File: config.mk
export PLATFORM = sky130hd
export DESIGN_NAME = sipo_frame_ctrl
export DESIGN_NICKNAME = d
export VERILOG_FILES = /design/src/rtl/sipo_ctrl_pkg.sv /design/src/rtl/sipo_shift_core.sv /design/src/rtl/sipo_frame_ctrl.sv
export SDC_FILE = /design/constraint.sdc
export NUM_CORES = 1
export LEC_CHECK = 0
export BUFFER_PORTS_ARGS = -buffer_cell sky130_fd_sc_hd__clkbuf_2
export CORE_MARGIN = 3
export CORE_UTILIZATION = 48
export CTS_BUF_LIST = sky130_fd_sc_hd__clkbuf_8
export DETAILED_ROUTE_END_ITERATION = 6
export GPL_TIMING_DRIVEN = 0
export HOLD_SLACK_MARGIN = 0.15
export PLACE_DENSITY_LB_ADDON = 0.2
export SETUP_SLACK_MARGIN = 0.05
export SYNTH_ARGS = -nofsm -noshare
export SYNTH_HDL_FRONTEND = slang
export SYNTH_SLANG_ARGS = --single-unit
File: constraint.sdc
create_clock -name clk -period 1.59 [get_ports clk]
set_clock_uncertainty 0.05 [all_clocks]
set_input_delay 0 -clock clk [delete_from_list [all_inputs] [get_ports clk]]
set_output_delay 0 -clock clk [all_outputs]
set_load 0.05 [all_outputs]
File: src/rtl/sipo_ctrl_pkg.sv
// rtl/sipo_ctrl_pkg.sv - shared state encoding for the SIPO frame controller
package sipo_ctrl_pkg;

  localparam int STATE_W = 2;

  typedef enum logic [STATE_W-1:0] {
    ST_IDLE   = 2'd0,
    ST_SHIFT  = 2'd1,
    ST_PARITY = 2'd2,
    ST_HOLD   = 2'd3
  } state_t;

endpackage

File: src/rtl/sipo_shift_core.sv
// rtl/sipo_shift_core.sv - left-shifting serial-in shift register, MSB first
module sipo_shift_core #(
  parameter int WIDTH = 4
) (
  input  logic             clk,
  input  logic             reset,
  input  logic             clr,
  input  logic             shift_en,
  input  logic             din,
  output logic [WIDTH-1:0] q
);

  logic [WIDTH-1:0] r_q;

  // Shift register: clear wins over shift so an aborted frame never leaks a bit
  always_ff @(posedge clk) begin
    if (reset || clr) begin
      r_q <= '0;
    end else if (shift_en) begin
      r_q <= {r_q[WIDTH-2:0], din};
    end
  end

  assign q = r_q;

endmodule

File: src/rtl/sipo_frame_ctrl.sv
// rtl/sipo_frame_ctrl.sv - SIPO frame controller; optional parity via SIPO_PARITY_EN
module sipo_frame_ctrl
  import sipo_ctrl_pkg::*;
#(
  parameter int WIDTH = 4
) (
  input  logic             clk,
  input  logic             reset,
  input  logic             start,
  input  logic             bit_valid,
  input  logic             serial_data_in,
  input  logic             out_ready,
  input  logic             clear_err,
  output logic [WIDTH-1:0] parallel_data_out,
  output logic             out_valid,
  output logic             busy,
  output logic             overrun,
  output logic             parity_err
);

  localparam int CNT_W = $clog2(WIDTH + 1);
  localparam logic [CNT_W-1:0] LAST_IDX = CNT_W'(WIDTH - 1);

  state_t           r_state;
  state_t           w_next;
  logic [CNT_W-1:0] r_cnt;
  logic [WIDTH-1:0] r_pdo;
  logic             r_out_valid;
  logic             r_busy;
  logic             r_overrun;

  logic             w_clr;
  logic             w_shift;
  logic             w_cnt_clr;
  logic             w_cnt_inc;
  logic             w_load;
  logic             w_ovr_set;
  logic [WIDTH-1:0] w_q;
  logic [WIDTH-1:0] w_load_word;
  logic             w_unused_msb;

  sipo_shift_core #(
    .WIDTH(WIDTH)
  ) u_shift_core (
    .clk     (clk),
    .reset   (reset),
    .clr     (w_clr),
    .shift_en(w_shift),
    .din     (serial_data_in),
    .q       (w_q)
  );

  // The completed word is the register contents after the final shift,
  // formed here so it can be captured on the same edge as the last bit.
  assign w_load_word  = {w_q[WIDTH-2:0], serial_data_in};
  assign w_unused_msb = w_q[WIDTH-1];

`ifdef SIPO_PARITY_EN
  logic r_parity_err;
  logic w_par_fail;
`endif

  // Next-state and control decode; start aborts any partial frame
  always_comb begin
    w_next    = r_state;
    w_clr     = 1'b0;
    w_shift   = 1'b0;
    w_cnt_clr = 1'b0;
    w_cnt_inc = 1'b0;
    w_load    = 1'b0;
    w_ovr_set = 1'b0;
`ifdef SIPO_PARITY_EN
    w_par_fail = 1'b0;
`endif
    case (r_state)
      ST_IDLE: begin
        if (start) begin
          w_clr     = 1'b1;
          w_cnt_clr = 1'b1;
          w_next    = ST_SHIFT;
        end
      end
      ST_SHIFT: begin
        if (start) begin
          w_clr     = 1'b1;
          w_cnt_clr = 1'b1;
        end else if (bit_valid) begin
          w_shift   = 1'b1;
          w_cnt_inc = 1'b1;
          if (r_cnt == LAST_IDX) begin
            w_load = 1'b1;
`ifdef SIPO_PARITY_EN
            w_next = ST_PARITY;
`else
            w_next = ST_HOLD;
`endif
          end
        end
      end
`ifdef SIPO_PARITY_EN
      ST_PARITY: begin
        if (start) begin
          w_clr     = 1'b1;
          w_cnt_clr = 1'b1;
          w_next    = ST_SHIFT;
        end else if (bit_valid) begin
          w_par_fail = ^{r_pdo, serial_data_in};
          w_next     = ST_HOLD;
        end
      end
`endif
      ST_HOLD: begin
        if (out_ready) begin
          if (start) begin
            w_clr     = 1'b1;
            w_cnt_clr = 1'b1;
            w_next    = ST_SHIFT;
          end else begin
            w_next = ST_IDLE;
          end
        end else if (bit_valid) begin
          w_ovr_set = 1'b1;
        end
      end
      default: begin
        w_next = ST_IDLE;
      end
    endcase
  end

  // State register
  always_ff @(posedge clk) begin
    if (reset) begin
      r_state <= ST_IDLE;
    end else begin
      r_state <= w_next;
    end
  end

  // Bit counter; saturates at WIDTH because the frame leaves SHIFT on the last bit
  always_ff @(posedge clk) begin
    if (reset || w_cnt_clr) begin
      r_cnt <= '0;
    end else if (w_cnt_inc) begin
      r_cnt <= r_cnt + CNT_W'(1);
    end
  end

  // Output word: changes only when a frame's last data bit is captured
  always_ff @(posedge clk) begin
    if (reset) begin
      r_pdo <= '0;
    end else if (w_load) begin
      r_pdo <= w_load_word;
    end
  end

  // Registered status derived from the state being entered
  always_ff @(posedge clk) begin
    if (reset) begin
      r_out_valid <= 1'b0;
      r_busy      <= 1'b0;
    end else begin
      r_out_valid <= (w_next == ST_HOLD);
      r_busy      <= (w_next == ST_SHIFT) || (w_next == ST_PARITY);
    end
  end

  // Sticky overrun; a new event on the same edge beats clear_err
  always_ff @(posedge clk) begin
    if (reset) begin
      r_overrun <= 1'b0;
    end else if (w_ovr_set) begin
      r_overrun <= 1'b1;
    end else if (clear_err) begin
      r_overrun <= 1'b0;
    end
  end

`ifdef SIPO_PARITY_EN
  // Sticky parity error; a new mismatch on the same edge beats clear_err
  always_ff @(posedge clk) begin
    if (reset) begin
      r_parity_err <= 1'b0;
    end else if (w_par_fail) begin
      r_parity_err <= 1'b1;
    end else if (clear_err) begin
      r_parity_err <= 1'b0;
    end
  end
  assign parity_err = r_parity_err;
`else
  assign parity_err = 1'b0;
`endif

  assign parallel_data_out = r_pdo;
  assign out_valid         = r_out_valid;
  assign busy              = r_busy;
  assign overrun           = r_overrun;

endmodule

==> flow_summary_export.csv <==
group,metric,value,unit
run_status,status,"completed",
clocking,cts-htree-levels,1,
worst_setup_path,path_buf_inv,0,
worst_setup_path,max_stage_delay,0.34,ns
floorplanning,core,1200,µm²
placed_design,dp_hpwl,829,µm
sta,timing.hold.ws,0.246,ns
finish,synthToLayoutAreaGrowth,36.5,%
clocking,root_buffer,"clkbuf_8",
placed_design,place_ws,-0.0451,ns
worst_setup_path,path_delay_family,"adder cells",
sta,setup_viol,0,
synth,synth_seq_cells,15,
finish,antenna_cells,0,
worst_setup_path,cp_cell_sequence,"ha_4 -> ha_4 -> and4bb_2 -> o21a_1 -> ha_4 -> nor2b_4",
global_route,gr-total-overflow,0,
routing,wire_per_inst,12.8,µm
global_route,grt_pass1_vias,492,
power,totalPowerFinal,757,µW
clocking,clk_latency,0.24,ns
finish,multiInputGateArea,370,µm²
synth,synth_warnings,0,
clocking,path_clk_slew,0.06,ns
routing,top_layer,"met4",
finish,seq_area,304,µm²
finish,layout.nets,100,
worst_setup_path,cp_data_arrival_time,1.63,ns
synth,syn-num-nets,75,
floorplanning,rows,12,
routing,wl_met1,581,µm
routing,drt_wl_total,1320,µm
sta,rsz0062_at_grt,"yes",
routing,antenna_left,0,
flow_run,maxCapViolations,0,
synth,synth_flop_cell,"dfxtp_1",
floorplanning,die_area,1880,µm²
routing,drc,0,
floorplanning,ios,15,
power,p_per_area,830,nW/µm²
floorplanning,die_w,43.3,µm
min_path,hold_path.class,"in2reg",
sta,fin_crit_sh,97.8,%
synth,synth_edf_count,0,
worst_setup_path,cp_common_cell,"ha_4",
clocking,clkSinkCount,15,
sta,fin_ws,0.0343,ns
finish,final_core_util,75.9,%
clocking,clk_path_buf_depth,2,
power,power.leakage,0.363,nW
routing,vias,544,
worst_setup_path,required,1.67,ns
routing,drt_iter0_markers,5,
synth,async_reset_ff_share,0,%
global_route,grt_pass1_wl,2030,µm
synth,synthCells,65,
synth,yosysSeqAreaShare,44.9,%
sta,max_clock_freq,643,MHz
global_route,antenna_found_initial,0,
synth,ys_types,24,
worst_setup_path,critPathKind,"reg2reg",
routing,wl_met2,644,µm
global_route,grt_max_degree,11,
worst_setup_path,critPathMaxFanout,2,
synth,syn_avg_cell_area,10.3,µm²
sta,hold_viol,0,
routing,wl_met3,68,µm
worst_setup_path,crit_path_end_kind,"flop",
sta,fin_crit,1.56,ns
routing,firstDrtPassIters,4,
finish,fillCellCount,93,
synth,syn_area,668,µm²
sta,slew_violations,0,
placed_design,io_buffers,13,
placed_design,gp_congestion,0.690,
worst_setup_path,critPathLaunchType,"flop",
floorplanning,die_height,43.3,µm
power,ir_drop,0.000647,V
floorplanning,initial_utilization,55.6,%
global_route,grt_util_all_layers,14.8,%
routing,drt-vias-per-instance,5.28,
clocking,numCtsBuffers,3,
worst_setup_path,crit_slowest_cell,"dfxtp_2",
clocking,cts_tree,"built",
finish,drive_gt1_share,33.7,%
registers in the layout (all words and copies together) (netlist names):
register and cells:
out_valid 1, r_cnt 3, busy 1, parallel_data_out 4
overrun 1, u_shift_core.q 3, r_state 2
layer usage:
metal	vias up	GRT usage (%)
met5	-	0
met4	0	5.42
met3	4	5.08
met2	16	23.9
met1	251	18.1
li1	273	-
synth_stat cells (all sizes together) (2+ instances only):
library cell | count | area share, %
a211oi | 2 | 3.0
and4bb | 2 | 4.3
buf | 2 | 4.1
dfxtp | 15 | 45
ha | 3 | 5.6
inv | 3 | 1.7
mux2i | 4 | 6.0
nand2b | 4 | 3.7
nand4b | 4 | 5.2
nor2 | 8 | 4.5
nor2b | 4 | 3.7
o21ai | 5 | 3.7
cells in the final DEF (no fill, tap or decap), types with 2 or more instances in the layout:
master,n
clkbuf_2,13
dfxtp_1,12
nand4b_1,4
dfxtp_2,3
nor2b_1,3
mux2i_1,4
dlygate4sd3_1,6
o21ai_0,5
ha_4,3
clkbuf_8,3
nor2_1,8
nand2b_1,4
buf_4,2
inv_1,4
final timing paths:
path / startpoint / end / slack [ns] / depth (start not counted)
min reg2reg: parallel_data_out[0]$_SDFFE_PP0P_ / parallel_data_out[0]$_SDFFE_PP0P_ / 0.42 / 2
max: r_cnt[0]$_SDFFE_PP0P_ / busy$_SDFF_PP0_ / 0.03 / 6
min: out_ready / r_state[0]$_SDFF_PP0_ / 0.25 / 4
max reg2reg: r_cnt[0]$_SDFFE_PP0P_ / busy$_SDFF_PP0_ / 0.03 / 6
area by class of cell:
| type | count | share of cell area [%] |
|---|---|---|
| clock buffer | 3 | 4.53 |
| buffer | 3 | 3.43 |
| clock inverter | 1 | 0.412 |
| multi-input combinational | 44 | 40.6 |
| tap | 14 | 1.92 |
| sequential | 15 | 33.3 |
| inverter | 3 | 1.23 |
| timing repair buffer | 20 | 14.5 |
power breakdown:
part / leakage [nW] / switching [mW] / internal (mW)
sequential: 0.123 / 0.00438 / 0.381
combinational: 0.213 / 0.0385 / 0.0351
clock: 0.0269 / 0.128 / 0.171
worst reg2reg max path, delay by kind of cell, from the launching register on:
kind	cells	cell delay, ns
AND/OR/NAND/NOR	2	0.32
AO/OA/AOI/OAI	1	0.21
adder cells (fa/ha/maj)	3	0.53
flip-flops	1	0.34
what timing repair did:
action,4_1_cts,5_1_grt
pin swaps,2,0
setup buffers,1,0
hold buffers,6,0
gates resized for setup,0,5
hold endpoints to repair,6,0
gates cloned,0,0
setup endpoints to repair,2,3
stage by stage:
stage / cell area (µm²) / TNS, ns / std cells
CTS: 891 / -0.0236 / 103
global placement: 778 / -0.0412 / 92
finish: 912 / 0 / 103
detailed placement: 778 / -0.0451 / 92
global route: 912 / -0.0118 / 103
floorplan: 696 / 0 / 65
cell families (layout without fill, tap and decap cells):
| kind of cell | Yosys count | count (layout) | synth area share, % |
|---|---|---|---|
| flip-flops | 15 | 15 | 44.9 |
| buffers and inverters | 6 | 30 | 6.37 |
| AND/OR/NAND/NOR | 23 | 23 | 22.7 |
| AO/OA/AOI/OAI | 12 | 12 | 12.5 |
| adder cells (fa/ha/maj) | 3 | 3 | 5.62 |
| other | 1 | 1 | 0.561 |
| XOR/XNOR | 1 | 1 | 1.31 |
| multiplexers | 4 | 4 | 5.99 |
(Power assumes the default switching activity.)
